`config.mk`:
```
export PLATFORM = sky130hd
export DESIGN_NAME = bram_port_arbiter
export DESIGN_NICKNAME = d
export VERILOG_FILES = /design/src/rtl/bram_port_arbiter.sv
export SDC_FILE = /design/constraint.sdc
export NUM_CORES = 1
export LEC_CHECK = 0
export ABC_AREA = 1
export CAP_MARGIN = 10
export CORE_ASPECT_RATIO = 1.25
export CORE_MARGIN = 2
export CORE_UTILIZATION = 38
export DETAILED_ROUTE_END_ITERATION = 8
export PLACE_DENSITY = 0.81
export SKIP_CTS_REPAIR_TIMING = 1
export SLEW_MARGIN = 0
export SYNTH_ARGS = -nofsm -noshare
export SYNTH_HDL_FRONTEND = slang
export SYNTH_SLANG_ARGS = --single-unit
```
`constraint.sdc`:
```
create_clock -name clk_i -period 1.9 [get_ports clk_i]
set_clock_uncertainty 0.1 [all_clocks]
set_input_delay 0.475 -clock clk_i [delete_from_list [all_inputs] [get_ports clk_i]]
set_output_delay 0.475 -clock clk_i [all_outputs]
set_load 0.02 [all_outputs]
```
`src/rtl/bram_port_arbiter.sv`:
```
// ---------------------------------------------------------------------------
// bram_port_arbiter
//
// Shares one 2^ADDR_W x DATA_W block RAM (separate write port, registered read
// port with one-cycle latency) between two masters using round-robin
// arbitration. At most one command is accepted per cycle; the selected command
// is registered onto the RAM ports. Read data is returned to the issuing
// requester exactly two cycles after acceptance via a small tag pipeline.
//
// Ports:
//   clk_i, reset_i              clock, asynchronous active-high reset
//   reqN_valid_i/_write_i       requester N command valid, 1 = write
//   reqN_addr_i/_wdata_i        requester N word address / write data
//   reqN_ready_o                combinational grant (accept = valid & ready)
//   rspN_valid_o                one-cycle pulse: rsp_data_o belongs to N
//   rsp_data_o                  shared read return (RAM read data passthrough)
//   mem_write_addr_o/_data_o    registered RAM write address / data
//   mem_write_enable_o          registered RAM write enable
//   mem_read_addr_o             registered RAM read address
//   mem_read_data_i             RAM read data, one cycle after read address
// ---------------------------------------------------------------------------
module bram_port_arbiter #(
  parameter int ADDR_W = 8,
  parameter int DATA_W = 16
) (
  input  logic              clk_i,
  input  logic              reset_i,
  input  logic              req0_valid_i,
  input  logic              req0_write_i,
  input  logic [ADDR_W-1:0] req0_addr_i,
  input  logic [DATA_W-1:0] req0_wdata_i,
  output logic              req0_ready_o,
  output logic              rsp0_valid_o,
  input  logic              req1_valid_i,
  input  logic              req1_write_i,
  input  logic [ADDR_W-1:0] req1_addr_i,
  input  logic [DATA_W-1:0] req1_wdata_i,
  output logic              req1_ready_o,
  output logic              rsp1_valid_o,
  output logic [DATA_W-1:0] rsp_data_o,
  output logic [ADDR_W-1:0] mem_write_addr_o,
  output logic [DATA_W-1:0] mem_write_data_o,
  output logic              mem_write_enable_o,
  output logic [ADDR_W-1:0] mem_read_addr_o,
  input  logic [DATA_W-1:0] mem_read_data_i
);

  // Response tag travelling alongside an accepted read.
  typedef struct packed {
    logic valid;
    logic id;
  } tag_t;

  logic              grant0, grant1;
  logic              accept;
  logic              sel_id;
  logic              sel_write;
  logic [ADDR_W-1:0] sel_addr;
  logic [DATA_W-1:0] sel_wdata;

  logic              last_grant_q, last_grant_d;
  logic              mem_we_q,     mem_we_d;
  logic [ADDR_W-1:0] mem_waddr_q,  mem_waddr_d;
  logic [DATA_W-1:0] mem_wdata_q,  mem_wdata_d;
  logic [ADDR_W-1:0] mem_raddr_q,  mem_raddr_d;
  tag_t              stage1_q,     stage1_d;
  tag_t              stage2_q,     stage2_d;

  // Round-robin grant: a lone requester always wins; on a tie the requester
  // that was not granted most recently wins. last_grant_q resets to 1 so
  // requester 0 takes the first tie.
  always_comb begin
    grant0 = req0_valid_i & (~req1_valid_i | last_grant_q);
    grant1 = req1_valid_i & (~req0_valid_i | ~last_grant_q);
  end

  assign req0_ready_o = grant0;
  assign req1_ready_o = grant1;

  // Command mux; grant0 and grant1 are mutually exclusive.
  always_comb begin
    accept    = grant0 | grant1;
    sel_id    = grant1;
    sel_write = grant1 ? req1_write_i : req0_write_i;
    sel_addr  = grant1 ? req1_addr_i  : req0_addr_i;
    sel_wdata = grant1 ? req1_wdata_i : req0_wdata_i;
  end

  // Next-state logic.
  // NOTE: every signal gets a default at the top of the block so no path
  // leaves it unassigned, which would otherwise infer a latch.
  always_comb begin
    last_grant_d = last_grant_q;
    mem_we_d     = 1'b0;
    mem_waddr_d  = mem_waddr_q;
    mem_wdata_d  = mem_wdata_q;
    mem_raddr_d  = mem_raddr_q;
    stage1_d     = '0;
    stage2_d     = stage1_q;

    if (accept) begin
      last_grant_d = sel_id;
      if (sel_write) begin
        mem_we_d    = 1'b1;
        mem_waddr_d = sel_addr;
        mem_wdata_d = sel_wdata;
      end else begin
        mem_raddr_d    = sel_addr;
        stage1_d.valid = 1'b1;
        stage1_d.id    = sel_id;
      end
    end
  end

  // NOTE: state registers use non-blocking assignments so every register
  // samples pre-edge values, independent of statement order.
  always_ff @(posedge clk_i or posedge reset_i) begin
    if (reset_i) begin
      last_grant_q <= 1'b1;
      mem_we_q     <= 1'b0;
      mem_waddr_q  <= '0;
      mem_wdata_q  <= '0;
      mem_raddr_q  <= '0;
      stage1_q     <= '0;
      stage2_q     <= '0;
    end else begin
      last_grant_q <= last_grant_d;
      mem_we_q     <= mem_we_d;
      mem_waddr_q  <= mem_waddr_d;
      mem_wdata_q  <= mem_wdata_d;
      mem_raddr_q  <= mem_raddr_d;
      stage1_q     <= stage1_d;
      stage2_q     <= stage2_d;
    end
  end

  assign mem_write_enable_o = mem_we_q;
  assign mem_write_addr_o   = mem_waddr_q;
  assign mem_write_data_o   = mem_wdata_q;
  assign mem_read_addr_o    = mem_raddr_q;

  // Stage 2 lines up with the RAM's registered read data.
  assign rsp0_valid_o = stage2_q.valid & (stage2_q.id == 1'b0);
  assign rsp1_valid_o = stage2_q.valid & (stage2_q.id == 1'b1);
  assign rsp_data_o   = mem_read_data_i;

endmodule

```
==> summary.md, run 1 <==
| Metric | Value |
|---|---|
| Drt pass-1 iters | `4` |
| Antenna-violating nets left | `0` |
| Startpoint Class | `flop` |
| Worst-path clk slew | `roughly 0.07 ns` |
| Syn avg cell area | `just under 8 um^2` |
| Final Setup Violations | `0` |
| WHS | `about 0.25 ns` |
| Mux cell area share after synthesis | `0` |
| Fillers | `roughly 480` |
| Area leader, netlist | `dfrtp_1` |
| Slowest cell delay on critical path | `between 0.6 and 0.7 ns` |
| First-pass GRT wire length | `9030 um` |
| Peak VDD IR | `between 0.0004 and 0.0005 V` |
| Clock tree from TritonCTS | `done` |
| Final Net Count | `approximately 420` |
| # rows | `29` |
| Ant diodes | `0` |
| Slew @ Worst Pin | `0.279 ns` |
| Final slew viol count | `0` |
| Area post-placement | `approximately 2900 um^2` |
| Gr ovfl total | `0` |
| Syn_nets | `334` |
| Min Tclk post-route | `between 1.5 and 2 ns` |
| Routed len/inst | `13.5 um` |
| Post-synthesis sequential area ratio | `0.465` |
| Crit. End Element | `output port` |
| Share of cells above drive strength 1 | `0.101` |
| Setup ws final | `roughly 0.052 ns` |
| Worst Hold Class | `reg2reg` |
| Fin crit share | `0.972` |
| Core Box Area | `just over 5000 um^2` |
| CP delay by family, top | `buffers and inverters` |
| CTS H-tree lvls | `2` |
| Root Buffer Master | `clkbuf_8` |
| Initial antenna violation count | `0` |
| Primary FF master, synth | `dfrtp_1` |
| Synth warn | `0` |
| CTS sink count | `38` |
| Final HPWL DP | `3950 um` |
| Pre-CTS setup slack | `-0.517 ns` |
| PwrDens | `approximately 800 nW/um^2` |
| Largest family of logic cells by synthesized area | `simple AND/OR/NAND/NOR gates` |
| CTS Buf Count | `5` |
| Leakage | `1.61 nW` |
| Largest net degree at the start of global routing | `39` |
| Post-synthesis compound-gate area fraction | `0.00245` |
| Multi-input logic area | `843 um^2` |
| Drc violations | `0` |
| Crit-path cells | `clkdlybuf4s50_1` |
| Number of enable flip-flop cells after synthesis | `0` |
| DRT iter0 DRCs | `~140` |
| Final GP Congestion | `between 0.7 and 0.8` |
| Fmax | `between 500 and 600 MHz` |
| Max Cap Viol | `0` |
| Area contributors post-synth | `dfrtp_1, nand2_1, nand3_1, buf_4, buf_6` |
| WP data required | `between 1 and 1.5 ns` |
| Buf/Inv on CP | `1` |
| Status | `complete, no violations` |
| Initial Util | `0.397` |
| R2r setup slk | `between 0.2 and 0.25 ns` |
| RSZ-0062 raised after global routing | `false` |
| Final Hold Vio Count | `0` |
| Critical-path maximum fanout | `2` |
| Synth Area in Simple Gates | `0.399` |
| Area share of the leading cell type in the synthesized netlist | `0.453` |
| Io pins | `123` |
| Post-synth ARST share | `1.00` |
| List of most frequent post-synthesis cells | `nand2_1, nand3_1, dfrtp_1` |
| Synth-to-layout area growth | `49.2%` |
| Chip width | `approximately 70 um` |
| Die footprint | `around 6000 um^2` |
| Yosys reg bits | `38` |
| Vias in the first global route | `2,001` |
| Clk_lat worst skew | `0.28 ns` |
| Vias/cell | `between 4 and 5` |
| Post-synth cell types | `14` |
| Slew margin rel. | `0.814` |
| Synth Area in Adders | `0` |
| Critical path arrival | `between 1 and 1.5 ns` |
| Synthesized netlist cell count | `roughly 260` |
| Via count | `2,002` |
| Most frequent cell after synthesis | `nand2_1` |
| Die Span Y | `~86 um` |
| Tot GR Track Use | `0.187` |
| Sequential cell area | `about 950 um^2` |
| Port bufs | `90` |
| Post-synthesis xor/xnor area fraction | `0` |
| Synthesized cell area | `between 2000 and 2500 um^2` |
| Cell area after layout | `~3100 um^2` |
| Slowest CP cell | `clkdlybuf4s50_1` |
| Final Routed Wirelength | `~5500 um` |
| Crit Path Class | `reg2out` |
| CTS Buffer Depth | `2` |
[kinds of logic (layout without fill, tap and decap cells)]
| logic type | Yosys count | count (layout) |
|---|---|---|
| buffers and inverters | 42 | 123 |
| and+or+nand+nor | 183 | 184 |
| DFF | 38 | 38 |
| AOI/OAI and AO/OA | 1 | 1 |
[sequential cells by signal, indices dropped and copies added, names as in the netlist]
| name | cells |
|---|---|
| mem_write_enable_o | 1 |
| last_grant_q | 1 |
| mem_write_data_o | 16 |
| stage1_q | 2 |
| mem_write_addr_o | 8 |
| stage2_q | 2 |
| mem_read_addr_o | 8 |
[metal layers]
metal | vias up | GRT usage | part of all wire
met5 | - | 0 | 0
met4 | 0 | 0.0752 | 0.018
met3 | 16 | 0.0388 | 0.058
met2 | 69 | 0.351 | 0.54
met1 | 937 | 0.205 | 0.39
li1 | 980 | - | -
[final timing paths]
path                                     start                   to  cells past startpoint
min                                stage1_q[1]          stage2_q[1]                      0
max reg2reg                       last_grant_q  mem_write_data_o[4]                      8
max                        mem_write_addr_o[5]  mem_write_addr_o[5]                      1
max in group asynchronous              reset_i         last_grant_q                      3
min in group asynchronous              reset_i  mem_write_addr_o[6]                      3
min reg2reg                        stage1_q[1]          stage2_q[1]                      0
[final cells by class]
type | instances | area share
inverter | 11 | 0.0135
tap | 62 | 0.0254
sequential | 38 | 0.312
timing repair buffer | 104 | 0.343
clock buffer | 7 | 0.0283
multi-input combinational | 185 | 0.276
clock inverter | 1 | 0.00164
[through the flow]
step,total power [mW],instances,TNS (ns),utilization
4_1_cts,2.49,407,-1.55,0.587
5_1_grt,2.62,408,0,0.593
2_1_floorplan,1.52,264,0,-
6_report,2.47,408,0,0.593
3_3_place_gp,1.92,399,-10.49,0.570
3_5_place_dp,1.94,399,-11.67,0.570
[placed cells by master (no fill, tap or decap), drive strengths merged]
cell type | netlist | layout
clkinv | 0 | 1
o21ai | 1 | 1
dfstp | 1 | 1
nor2 | 1 | 1
clkdlybuf4s50 | 0 | 84
buf | 31 | 16
clkbuf | 0 | 7
dlymetal6s2s | 0 | 4
dfrtp | 37 | 37
nand3 | 61 | 62
inv | 11 | 11
nand2 | 121 | 121
[report_power, final]
part           internal (mW)  total, mW  switching, mW
Clock                  0.293      0.554          0.261
Sequential             0.940       1.01         0.0716
Combinational          0.439      0.909          0.470
Total                   1.67       2.47          0.803
(Power assumes the default switching activity.)
==> run 2, diff against run 1 <==
SLEW_MARGIN = not set   (was 0)
==> results of run 2 <==
No change in the layout: final DEF, timing and power equal those of run 1.
